**src/rtl/axi_master_rd.sv**
```systemverilog
// axi_master_rd: AXI4 read-channel master.
// Turns one local read request (lcl_iaddr, lcl_inum) into a single INCR AR burst,
// buffers returned R beats in a show-ahead FIFO and streams them to the local
// sink under lcl_ordy backpressure. One burst outstanding at a time.
// Ports:
//   clk, rst_n, clear          clock, async active-low reset, sticky-error clear
//   i_snap_context             context word; LSBs become ARUSER
//   m_axi_ar*                  AR channel (registered address/len/user/valid)
//   m_axi_r*                   R channel (rready registered)
//   lcl_istart/iaddr/inum      request strobe, start address, beat count (0 = 256)
//   lcl_ibusy                  burst in progress
//   lcl_ordy/dv/dout/olast     local data stream, FIFO head
//   status, error              {full, empty, len_err, busy, rd_error}, {early, late, rd_error}
module axi_master_rd #(
  parameter int unsigned ID_WIDTH     = 1,
  parameter int unsigned ADDR_WIDTH   = 64,
  parameter int unsigned DATA_WIDTH   = 64,
  parameter int unsigned ARUSER_WIDTH = 8,
  parameter int unsigned FIFO_AW      = 4
) (
  input  logic                    clk,
  input  logic                    rst_n,
  input  logic                    clear,
  input  logic [31:0]             i_snap_context,
  output logic [ID_WIDTH-1:0]     m_axi_arid,
  output logic [ADDR_WIDTH-1:0]   m_axi_araddr,
  output logic [7:0]              m_axi_arlen,
  output logic [2:0]              m_axi_arsize,
  output logic [1:0]              m_axi_arburst,
  output logic [3:0]              m_axi_arcache,
  output logic                    m_axi_arlock,
  output logic [2:0]              m_axi_arprot,
  output logic [3:0]              m_axi_arqos,
  output logic [3:0]              m_axi_arregion,
  output logic [ARUSER_WIDTH-1:0] m_axi_aruser,
  output logic                    m_axi_arvalid,
  input  logic                    m_axi_arready,
  input  logic [ID_WIDTH-1:0]     m_axi_rid,
  input  logic [DATA_WIDTH-1:0]   m_axi_rdata,
  input  logic [1:0]              m_axi_rresp,
  input  logic                    m_axi_rlast,
  input  logic                    m_axi_rvalid,
  output logic                    m_axi_rready,
  output logic                    lcl_ibusy,
  input  logic                    lcl_istart,
  input  logic [ADDR_WIDTH-1:0]   lcl_iaddr,
  input  logic [7:0]              lcl_inum,
  input  logic                    lcl_ordy,
  output logic                    lcl_dv,
  output logic [DATA_WIDTH-1:0]   lcl_dout,
  output logic                    lcl_olast,
  output logic [5:0]              status,
  output logic [3:0]              error
);

  localparam int unsigned DEPTH = 1 << FIFO_AW;
  localparam int unsigned CW    = FIFO_AW + 1;

  typedef enum logic [1:0] {S_IDLE, S_ADDR, S_DATA, S_DRAIN} state_t;

  state_t               state, state_d;
  logic [7:0]           beat_cnt;
  logic [FIFO_AW-1:0]   wr_ptr, rd_ptr;
  logic [CW-1:0]        count, count_d;
  logic                 full_d, rready_d;
  logic                 fifo_full, fifo_empty;
  logic                 rlast_early, rlast_late;
  logic [1:0]           rd_error;
  logic [DATA_WIDTH:0]  mem [DEPTH];

  logic r_hs, data_hs, beat_last, push, pop;
  logic unused_ok;

  // Fixed AR attributes
  assign m_axi_arid     = '0;
  assign m_axi_arsize   = 3'd3;
  assign m_axi_arburst  = 2'd1;
  assign m_axi_arcache  = 4'd3;
  assign m_axi_arlock   = 1'b0;
  assign m_axi_arprot   = 3'd0;
  assign m_axi_arqos    = 4'd0;
  assign m_axi_arregion = 4'd0;

  assign unused_ok = ^{m_axi_rid, i_snap_context[31:ARUSER_WIDTH]};

  // Handshakes; a beat ends the burst on RLAST or when the requested count is reached
  assign r_hs      = m_axi_rvalid & m_axi_rready;
  assign data_hs   = r_hs & (state == S_DATA);
  assign beat_last = m_axi_rlast | (beat_cnt == m_axi_arlen);
  assign push      = data_hs;
  assign pop       = lcl_dv & lcl_ordy;

  // FIFO flags and show-ahead head
  assign fifo_full  = (count == CW'(DEPTH));
  assign fifo_empty = (count == '0);
  assign lcl_dv     = ~fifo_empty;
  assign lcl_dout   = mem[rd_ptr][DATA_WIDTH-1:0];
  assign lcl_olast  = lcl_dv & mem[rd_ptr][DATA_WIDTH];

  assign status = {fifo_full, fifo_empty, rlast_early | rlast_late, lcl_ibusy, rd_error};
  assign error  = {rlast_early, rlast_late, rd_error};

  // State register
  always_ff @(posedge clk or negedge rst_n) begin
    if (!rst_n) state <= S_IDLE;
    else        state <= state_d;
  end

  // Next state, next FIFO occupancy and next RREADY
  always_comb begin
    state_d = state;
    case (state)
      S_IDLE:  if (lcl_istart) state_d = S_ADDR;
      S_ADDR:  if (m_axi_arvalid && m_axi_arready) state_d = S_DATA;
      S_DATA:  if (data_hs && beat_last) state_d = S_DRAIN;
      S_DRAIN: if (pop && lcl_olast) state_d = S_IDLE;
      default: state_d = S_IDLE;
    endcase
    count_d  = count + CW'(push) - CW'(pop);
    full_d   = (count_d == CW'(DEPTH));
    // Registered so it matches the current state/full while holding 0 in reset
    rready_d = ((state_d == S_DATA) & ~full_d) | (state_d == S_IDLE) | (state_d == S_DRAIN);
  end

  // AR channel, counters, FIFO pointers and sticky errors
  always_ff @(posedge clk or negedge rst_n) begin
    if (!rst_n) begin
      m_axi_arvalid <= 1'b0;
      m_axi_araddr  <= '0;
      m_axi_arlen   <= '0;
      m_axi_aruser  <= '0;
      m_axi_rready  <= 1'b0;
      lcl_ibusy     <= 1'b0;
      beat_cnt      <= '0;
      wr_ptr        <= '0;
      rd_ptr        <= '0;
      count         <= '0;
      rlast_early   <= 1'b0;
      rlast_late    <= 1'b0;
      rd_error      <= 2'b00;
    end else begin
      if (state == S_IDLE && lcl_istart) begin
        m_axi_araddr  <= lcl_iaddr;
        m_axi_arlen   <= lcl_inum - 8'd1;
        m_axi_aruser  <= i_snap_context[ARUSER_WIDTH-1:0];
        m_axi_arvalid <= 1'b1;
      end else if (m_axi_arvalid && m_axi_arready) begin
        m_axi_arvalid <= 1'b0;
      end

      m_axi_rready <= rready_d;
      lcl_ibusy    <= (state_d != S_IDLE);

      if (data_hs) beat_cnt <= beat_last ? 8'd0 : beat_cnt + 8'd1;

      if (push) wr_ptr <= wr_ptr + FIFO_AW'(1);
      if (pop)  rd_ptr <= rd_ptr + FIFO_AW'(1);
      count <= count_d;

      if (clear) begin
        rlast_early <= 1'b0;
        rlast_late  <= 1'b0;
        rd_error    <= 2'b00;
      end else begin
        if (r_hs && m_axi_rresp != 2'b00) rd_error <= m_axi_rresp;
        // Beats outside DATA are protocol excess and are dropped
        if (r_hs && state != S_DATA) rlast_late <= 1'b1;
        if (data_hs && m_axi_rlast && beat_cnt != m_axi_arlen) rlast_early <= 1'b1;
        if (data_hs && !m_axi_rlast && beat_cnt == m_axi_arlen) rlast_late <= 1'b1;
      end
    end
  end

  // FIFO storage: {olast, data}
  always_ff @(posedge clk) begin
    if (push) mem[wr_ptr] <= {beat_last, m_axi_rdata};
  end

endmodule

```
**config.mk**
```make
export PLATFORM = sky130hd
export DESIGN_NAME = axi_master_rd
export DESIGN_NICKNAME = d
export VERILOG_FILES = /design/src/rtl/axi_master_rd.sv
export SDC_FILE = /design/constraint.sdc
export NUM_CORES = 1
export LEC_CHECK = 0
export BUFFER_PORTS_ARGS = -buffer_cell sky130_fd_sc_hd__buf_2
export CAP_MARGIN = 0
export CORE_AREA = 2 2 386 388
export DETAILED_ROUTE_END_ITERATION = 12
export DIE_AREA = 0 0 388 390
export PLACE_DENSITY = 0.45
export SYNTH_ARGS = -nofsm -noshare
export SYNTH_HDL_FRONTEND = slang
export SYNTH_SLANG_ARGS = --single-unit
```
**constraint.sdc**
```tcl
create_clock -name clk -period 16.8 [get_ports clk]
set_input_delay 0 -clock clk [delete_from_list [all_inputs] [get_ports clk]]
set_output_delay 0 -clock clk [all_outputs]
set_load 0.01 [all_outputs]
```
### Yosys cells after proc, flatten, opt, wreduce, memory -nomap -nowiden

Memories as Yosys holds them, arrays and structs flattened.
Cells that the tools add are included.

| storage, ports and cells | value |
|---|---|
| input port bits | 179 |
| bits in read-only memories | 0 |
| memories kept | 1 |
| bits in registers | 110 |
| RAM bits | 1040 |
| latch bits | 0 |
| output and inout port bits | 181 |
| logic and storage cells | 79 |

| cells by class | value |
|---|---|
| shift-type cells | 0 |
| $mul | 0 |
| multiplexer cells | 17 |
| div/mod/pow operators | 0 |
| eq/ne operators | 10 |
| bitwise logic cells | 11 |
| magnitude comparators | 0 |
| reductions and logical operators | 20 |
| $add $sub $neg | 6 |

Memory list:

| memory | words | width | rd ports | clocked after memory_dff | wr ports | RTL line | source |
|---|---|---|---|---|---|---|---|
| mem | 16 | 65 | 1 | 0 | 1 | 69 | `logic [DATA_WIDTH:0] mem [DEPTH];` |

Operators by type and width:

| operator | number |
|---|---|
| $mux W2 | 6 |
| $eq A5 B5 Y1 const B | 2 |
| $logic_and A1 B1 Y1 | 10 |
| $reduce_bool A2 Y1 | 5 |
| $mux W1 | 9 |
| $add A4 B1 Y4 const B | 2 |
| $add A8 B1 Y8 const B | 1 |
| $eq A2 B2 Y1 const B | 4 |
| $eq A8 B8 Y1 | 1 |
| $mux W8 | 1 |
| $ne A8 B8 Y1 | 1 |
| $pmux W2 S4 | 1 |
| $sub A8 B1 Y8 const B | 1 |
| $add A5 B1 Y5 | 1 |
| $and A1 B1 Y1 | 5 |
| $logic_not A5 Y1 | 1 |
| $sub A5 B1 Y5 | 1 |
| $logic_not A2 Y1 | 2 |
| $or A1 B1 Y1 | 4 |
| $reduce_bool A3 Y1 | 1 |
| $eq A2 B1 Y1 const B | 1 |
| $ne A2 B2 Y1 const B | 1 |
| $not A1 Y1 | 2 |
| $logic_not A1 Y1 | 1 |

### Logic depth before layout (Yosys ltp)

| depth | value |
|---|---|
| depth after elaboration | 10 |
| gate-level depth with buffers | 14 |
| gate-level depth less buffers | 14 |

### Least setup slack after synthesis

Ideal clock, no wire load.

| timing path | value |
|---|---|
| kind | reg2reg |
| start point | register state[0] |
| end point | memory mem[1][0] (netlist bit) (enable) |
| period minus slack after synthesis | 7782 ps |
| library setup time | 648 ps |
| cell stages (with the launch flop) | 5 |
| data arrival time | 7134 ps |
| setup slack | 9018 ps |
| path buffers | 1 |
| required time | 16152 ps |
| cells stage by stage | dfrtp_1 and4b_1 inv_1 clkbuf_1 nor4_1 |

| between the ends | value |
|---|---|
| word-level cells in the longest chain between the ends | 4 |

Ends and longest elaborated chain:

| element | RTL line | source |
|---|---|---|
| start: declaration | 61 | `state_t state, state_d;` |
| start signal: assignment | 106 | `else state <= state_d;` |
| $eq A2 B2 Y1 | 88 | `assign data_hs = r_hs & (state == S_DATA);` |
| $and A1 B1 Y1 | 88 |  |
| $mux W1 | 176 | `if (push) mem[wr_ptr] <= {beat_last, m_axi_rdata};` |
| $mux W1 (not written as such) | 176 |  |
| end: declaration | 69 |  |

Every way passes these cells.

### Final worst setup path

| timing path | value |
|---|---|
| start point | register rd_ptr[0] |
| end point | output port lcl_dout[27] |

| between the ends | value |
|---|---|
| word-level cells in the longest chain between the ends | 1 |

Ends and longest elaborated chain:

| element | RTL line | source |
|---|---|---|
| start: declaration | 63 | `logic [FIFO_AW-1:0] wr_ptr, rd_ptr;` |
| start signal: assignment | 157 | `if (pop) rd_ptr <= rd_ptr + FIFO_AW'(1);` |
| $mem_v2 Z16 W65 | -- |  |
| end: declaration | 50 | `output logic [DATA_WIDTH-1:0] lcl_dout,` |

Every way passes these cells.

==> reports/metrics.yaml <==
run_status:
  status: "finished, final reports clean"
final_layout:
  syn2layout_area_growth_pct: 23.7
  drive_above_1_share_pct: 32.0
  design_area_mm2: 0.0543
  layout.nets: 2827
  fillerInstances: 13400
timing:
  slew-limit-headroom_pct: 24.9
  finalCriticalPeriod_ns: 5.76
  fmax_mhz: 174
  hold_viol_final: 0
  rsz0062_at_grt: "false"
  fin_skew_ns: 0.0176
  setup_viol: 0
  slew_violations: 0
  period_share_pct: 34.3
  worstMarginPinSlew_ns: 1.13
  finalSetupTns_ns: 0
power:
  peakVddDrop_mv: 0.159
  p_leak_nw: 18.5
  powerDensity_mw_per_mm2: 156
setup_path:
  reg2reg_setup_slack_ns: 13.08
  worstPathArrival_ns: 5.76
  critPathLaunchType: "flip-flop"
  crit_fanout: 44
  cp.required_ns: 16.80
  cpPeakStageDelay_ns: 1.02
  crit_type: "flip-flop to output port"
  path_cells: "buf_4, buf_4, buf_4, mux4_2, mux4_2, buf_2"
  critPathCaptureType: "output port"
  critPathSlowestCell: "dfrtp_4"
  crit_top_cell: "buf_4"
cts:
  clk_path_buf_depth: 3
  cts_made_buffers: 131
  post_cts_resized: 0
  clock_latency_ns: 0.74
  path_clk_slew_ns: 0.06
  cts_num_sinks: 1150
  cts_setup_buffers: 0
  htree_levels: 4
  cts_tree: "yes"
  hold_buffers: 245
  root_buffer: "clkbuf_16"
detailed_routing:
  drt_iter0_markers: 1500
  vias: 22100
  ant_nets: 0
  first_pass_iters: 7
  drt-total-wl_um: 112000
  route.detailed.vias_per_inst: 4.73
  wl_per_cell_um: 24.0
  drc: 0
grt:
  grt_start_max_net_pins: 97
  grt_busiest_layer: "met2"
  grt_first_pass_wirelength_um: 163000
  track_usage_pct: 14.8
  grt_antenna_before_repair: 8
  grt_util_met2_pct: 25.8
  grt_use_met1_pct: 18.4
  gr-total-overflow: 0
  grt_pass1_vias: 24300
  met3_usage_pct: 3.33
yosys:
  synth_top_area_share_pct: 71.2
  synthCells: 2005
  seq_area_frac_synth_pct: 77.4
  synth.most_common_cell: "edfxtp_1"
  yosys_most_used_dff: "edfxtp_1"
  synth_warnings: 0
  yosysUniqueCellTypes: 45
  ys_seq_elements: 1150
  syn_area_mm2: 0.0439
  synthArstFlopShare_pct: 9.57
  synth_common_cells: "edfxtp_1 (1040), mux4_2 (324), nand2_1 (244)"
  synthTopCellsByArea: "edfxtp_1 (71%), mux4_2 (17%), dfrtp_1 (6.3%), nand2_1 (2.1%), buf_4 (0.55%)"
  postSynthAreaPerCell_um2: 21.9
  synth_edf_count: 1040
  yosysTopAreaCell: "edfxtp_1"
die:
  num_io_pins: 360
  coreArea_mm2: 0.147
  die_area_mm2: 0.151
  initial_core_util_pct: 29.8
  chipHeight_um: 390
  die_w_um: 388
  rows: 141
job:
  maxCapViolCount: 0
placement:
  dp_hpwl_um: 57100
  portBuffers: 312
  place_area_mm2: 0.0478
  gp_congestion: 0.844
hold_path:
  hp-class: "primary input to flip-flop"
-- layer usage --
layer | up-vias | wire, um
li1 | 9381 | -
met1 | 11900 | 46900
met2 | 636 | 57100
met3 | 161 | 5400
met4 | 8 | 2310
met5 | - | 48
-- stage by stage --
step,std cells,worst slack (ns),total power [W],hold WS [ns],util [%]
3_5_place_dp,4186,11.50,0.00583,0.0318,32.5
2_1_floorplan,2025,9.02,0.00499,-0.296,-
5_1_grt,4662,10.41,0.00889,0.0208,36.9
6_report,4663,11.04,0.00846,0.0739,36.9
4_1_cts,4661,10.65,0.00863,0.00792,36.9
3_3_place_gp,4186,11.54,0.00580,0.0195,32.5
-- logic make-up (layout without fill, tap and decap cells) --
| kind of cell | Yosys count | count (layout) | synth area share, % |
|---|---|---|---|
| buffers and inverters | 146 | 852 | 1.59 |
| multiplexers | 325 | 325 | 16.7 |
| XOR/XNOR | 27 | 27 | 0.539 |
| flip-flops | 1150 | 1150 | 77.4 |
| AND/OR/NAND/NOR | 305 | 305 | 2.85 |
| other | 2 | 24 | 0.0171 |
| adder cells (fa/ha/maj) | 14 | 14 | 0.416 |
| AO/OA/AOI/OAI | 36 | 36 | 0.505 |
-- power breakdown --
group / switching (W) / internal, W
combinational: 0.00115 / 0.00112
clock: 0.00111 / 0.00159
sequential: 0.000192 / 0.00329
-- placed cells by master (no fill, tap or decap), types with 7 or more instances in the layout --
cell / netlist / routed
edfxtp_1: 1040 / 1040
mux4_2: 324 / 324
buf_2: 24 / 311
dlygate4sd3_1: 0 / 244
nand2_1: 244 / 243
clkbuf_16: 0 / 134
dfrtp_1: 110 / 106
buf_4: 32 / 42
clkbuf_1: 58 / 39
inv_1: 23 / 23
conb_1: 2 / 22
clkinv_1: 0 / 21
xor2_1: 15 / 15
ha_1: 13 / 13
nor2_1: 16 / 12
xnor2_1: 12 / 12
o21ai_0: 12 / 12
clkinv_2: 0 / 12
nand3_1: 9 / 9
a21oi_1: 8 / 8
inv_6: 0 / 8
bufinv_16: 0 / 8
nor3_1: 11 / 7
-- critical path, delay by kind of cell, from the launching register on --
kind | cells | cell delay, ns
muxes | 2 | 1.17
buffers and inverters | 4 | 2.69
DFF | 1 | 1.02
-- area by class of cell --
class                           count  area (um^2)  share of cell area, %
Tap cell                         1930         2410                   4.45
Inverter                           23         86.3                  0.159
Clock inverter                     56          547                   1.01
Multi-Input combinational cell    729         9380                   17.3
Antenna cell                        2         5.00                0.00922
Sequential cell                  1150        34000                   62.6
Timing Repair Buffer              599         4360                   8.03
Clock buffer                      174         3510                   6.47
-- sequential cells by signal, summed over array words and instances, names as in the netlist --
signal,count
state,2
rlast_early,1
m_axi_aruser,8
lcl_ibusy,1
count,5
beat_cnt,8
m_axi_arvalid,1
rd_ptr,4
m_axi_arlen,8
rlast_late,1
m_axi_araddr,64
wr_ptr,4
mem,1040
rd_error,2
m_axi_rready,1
-- worst paths after layout --
check | start | end | depth (start not counted)
worst max-delay path | rd_ptr[0] | lcl_dout[27] | 6
worst min-delay path | lcl_iaddr[55] | m_axi_araddr[55] | 4
worst max register to register | state[0] | mem[10][34] | 5
worst min register to register | m_axi_araddr[8] | m_axi_araddr[8] | 2
max in group asynchronous | rst_n | m_axi_araddr[6] | 4
min in group asynchronous | rst_n | beat_cnt[5] | 4
Power figures use the tool's default switching activity.
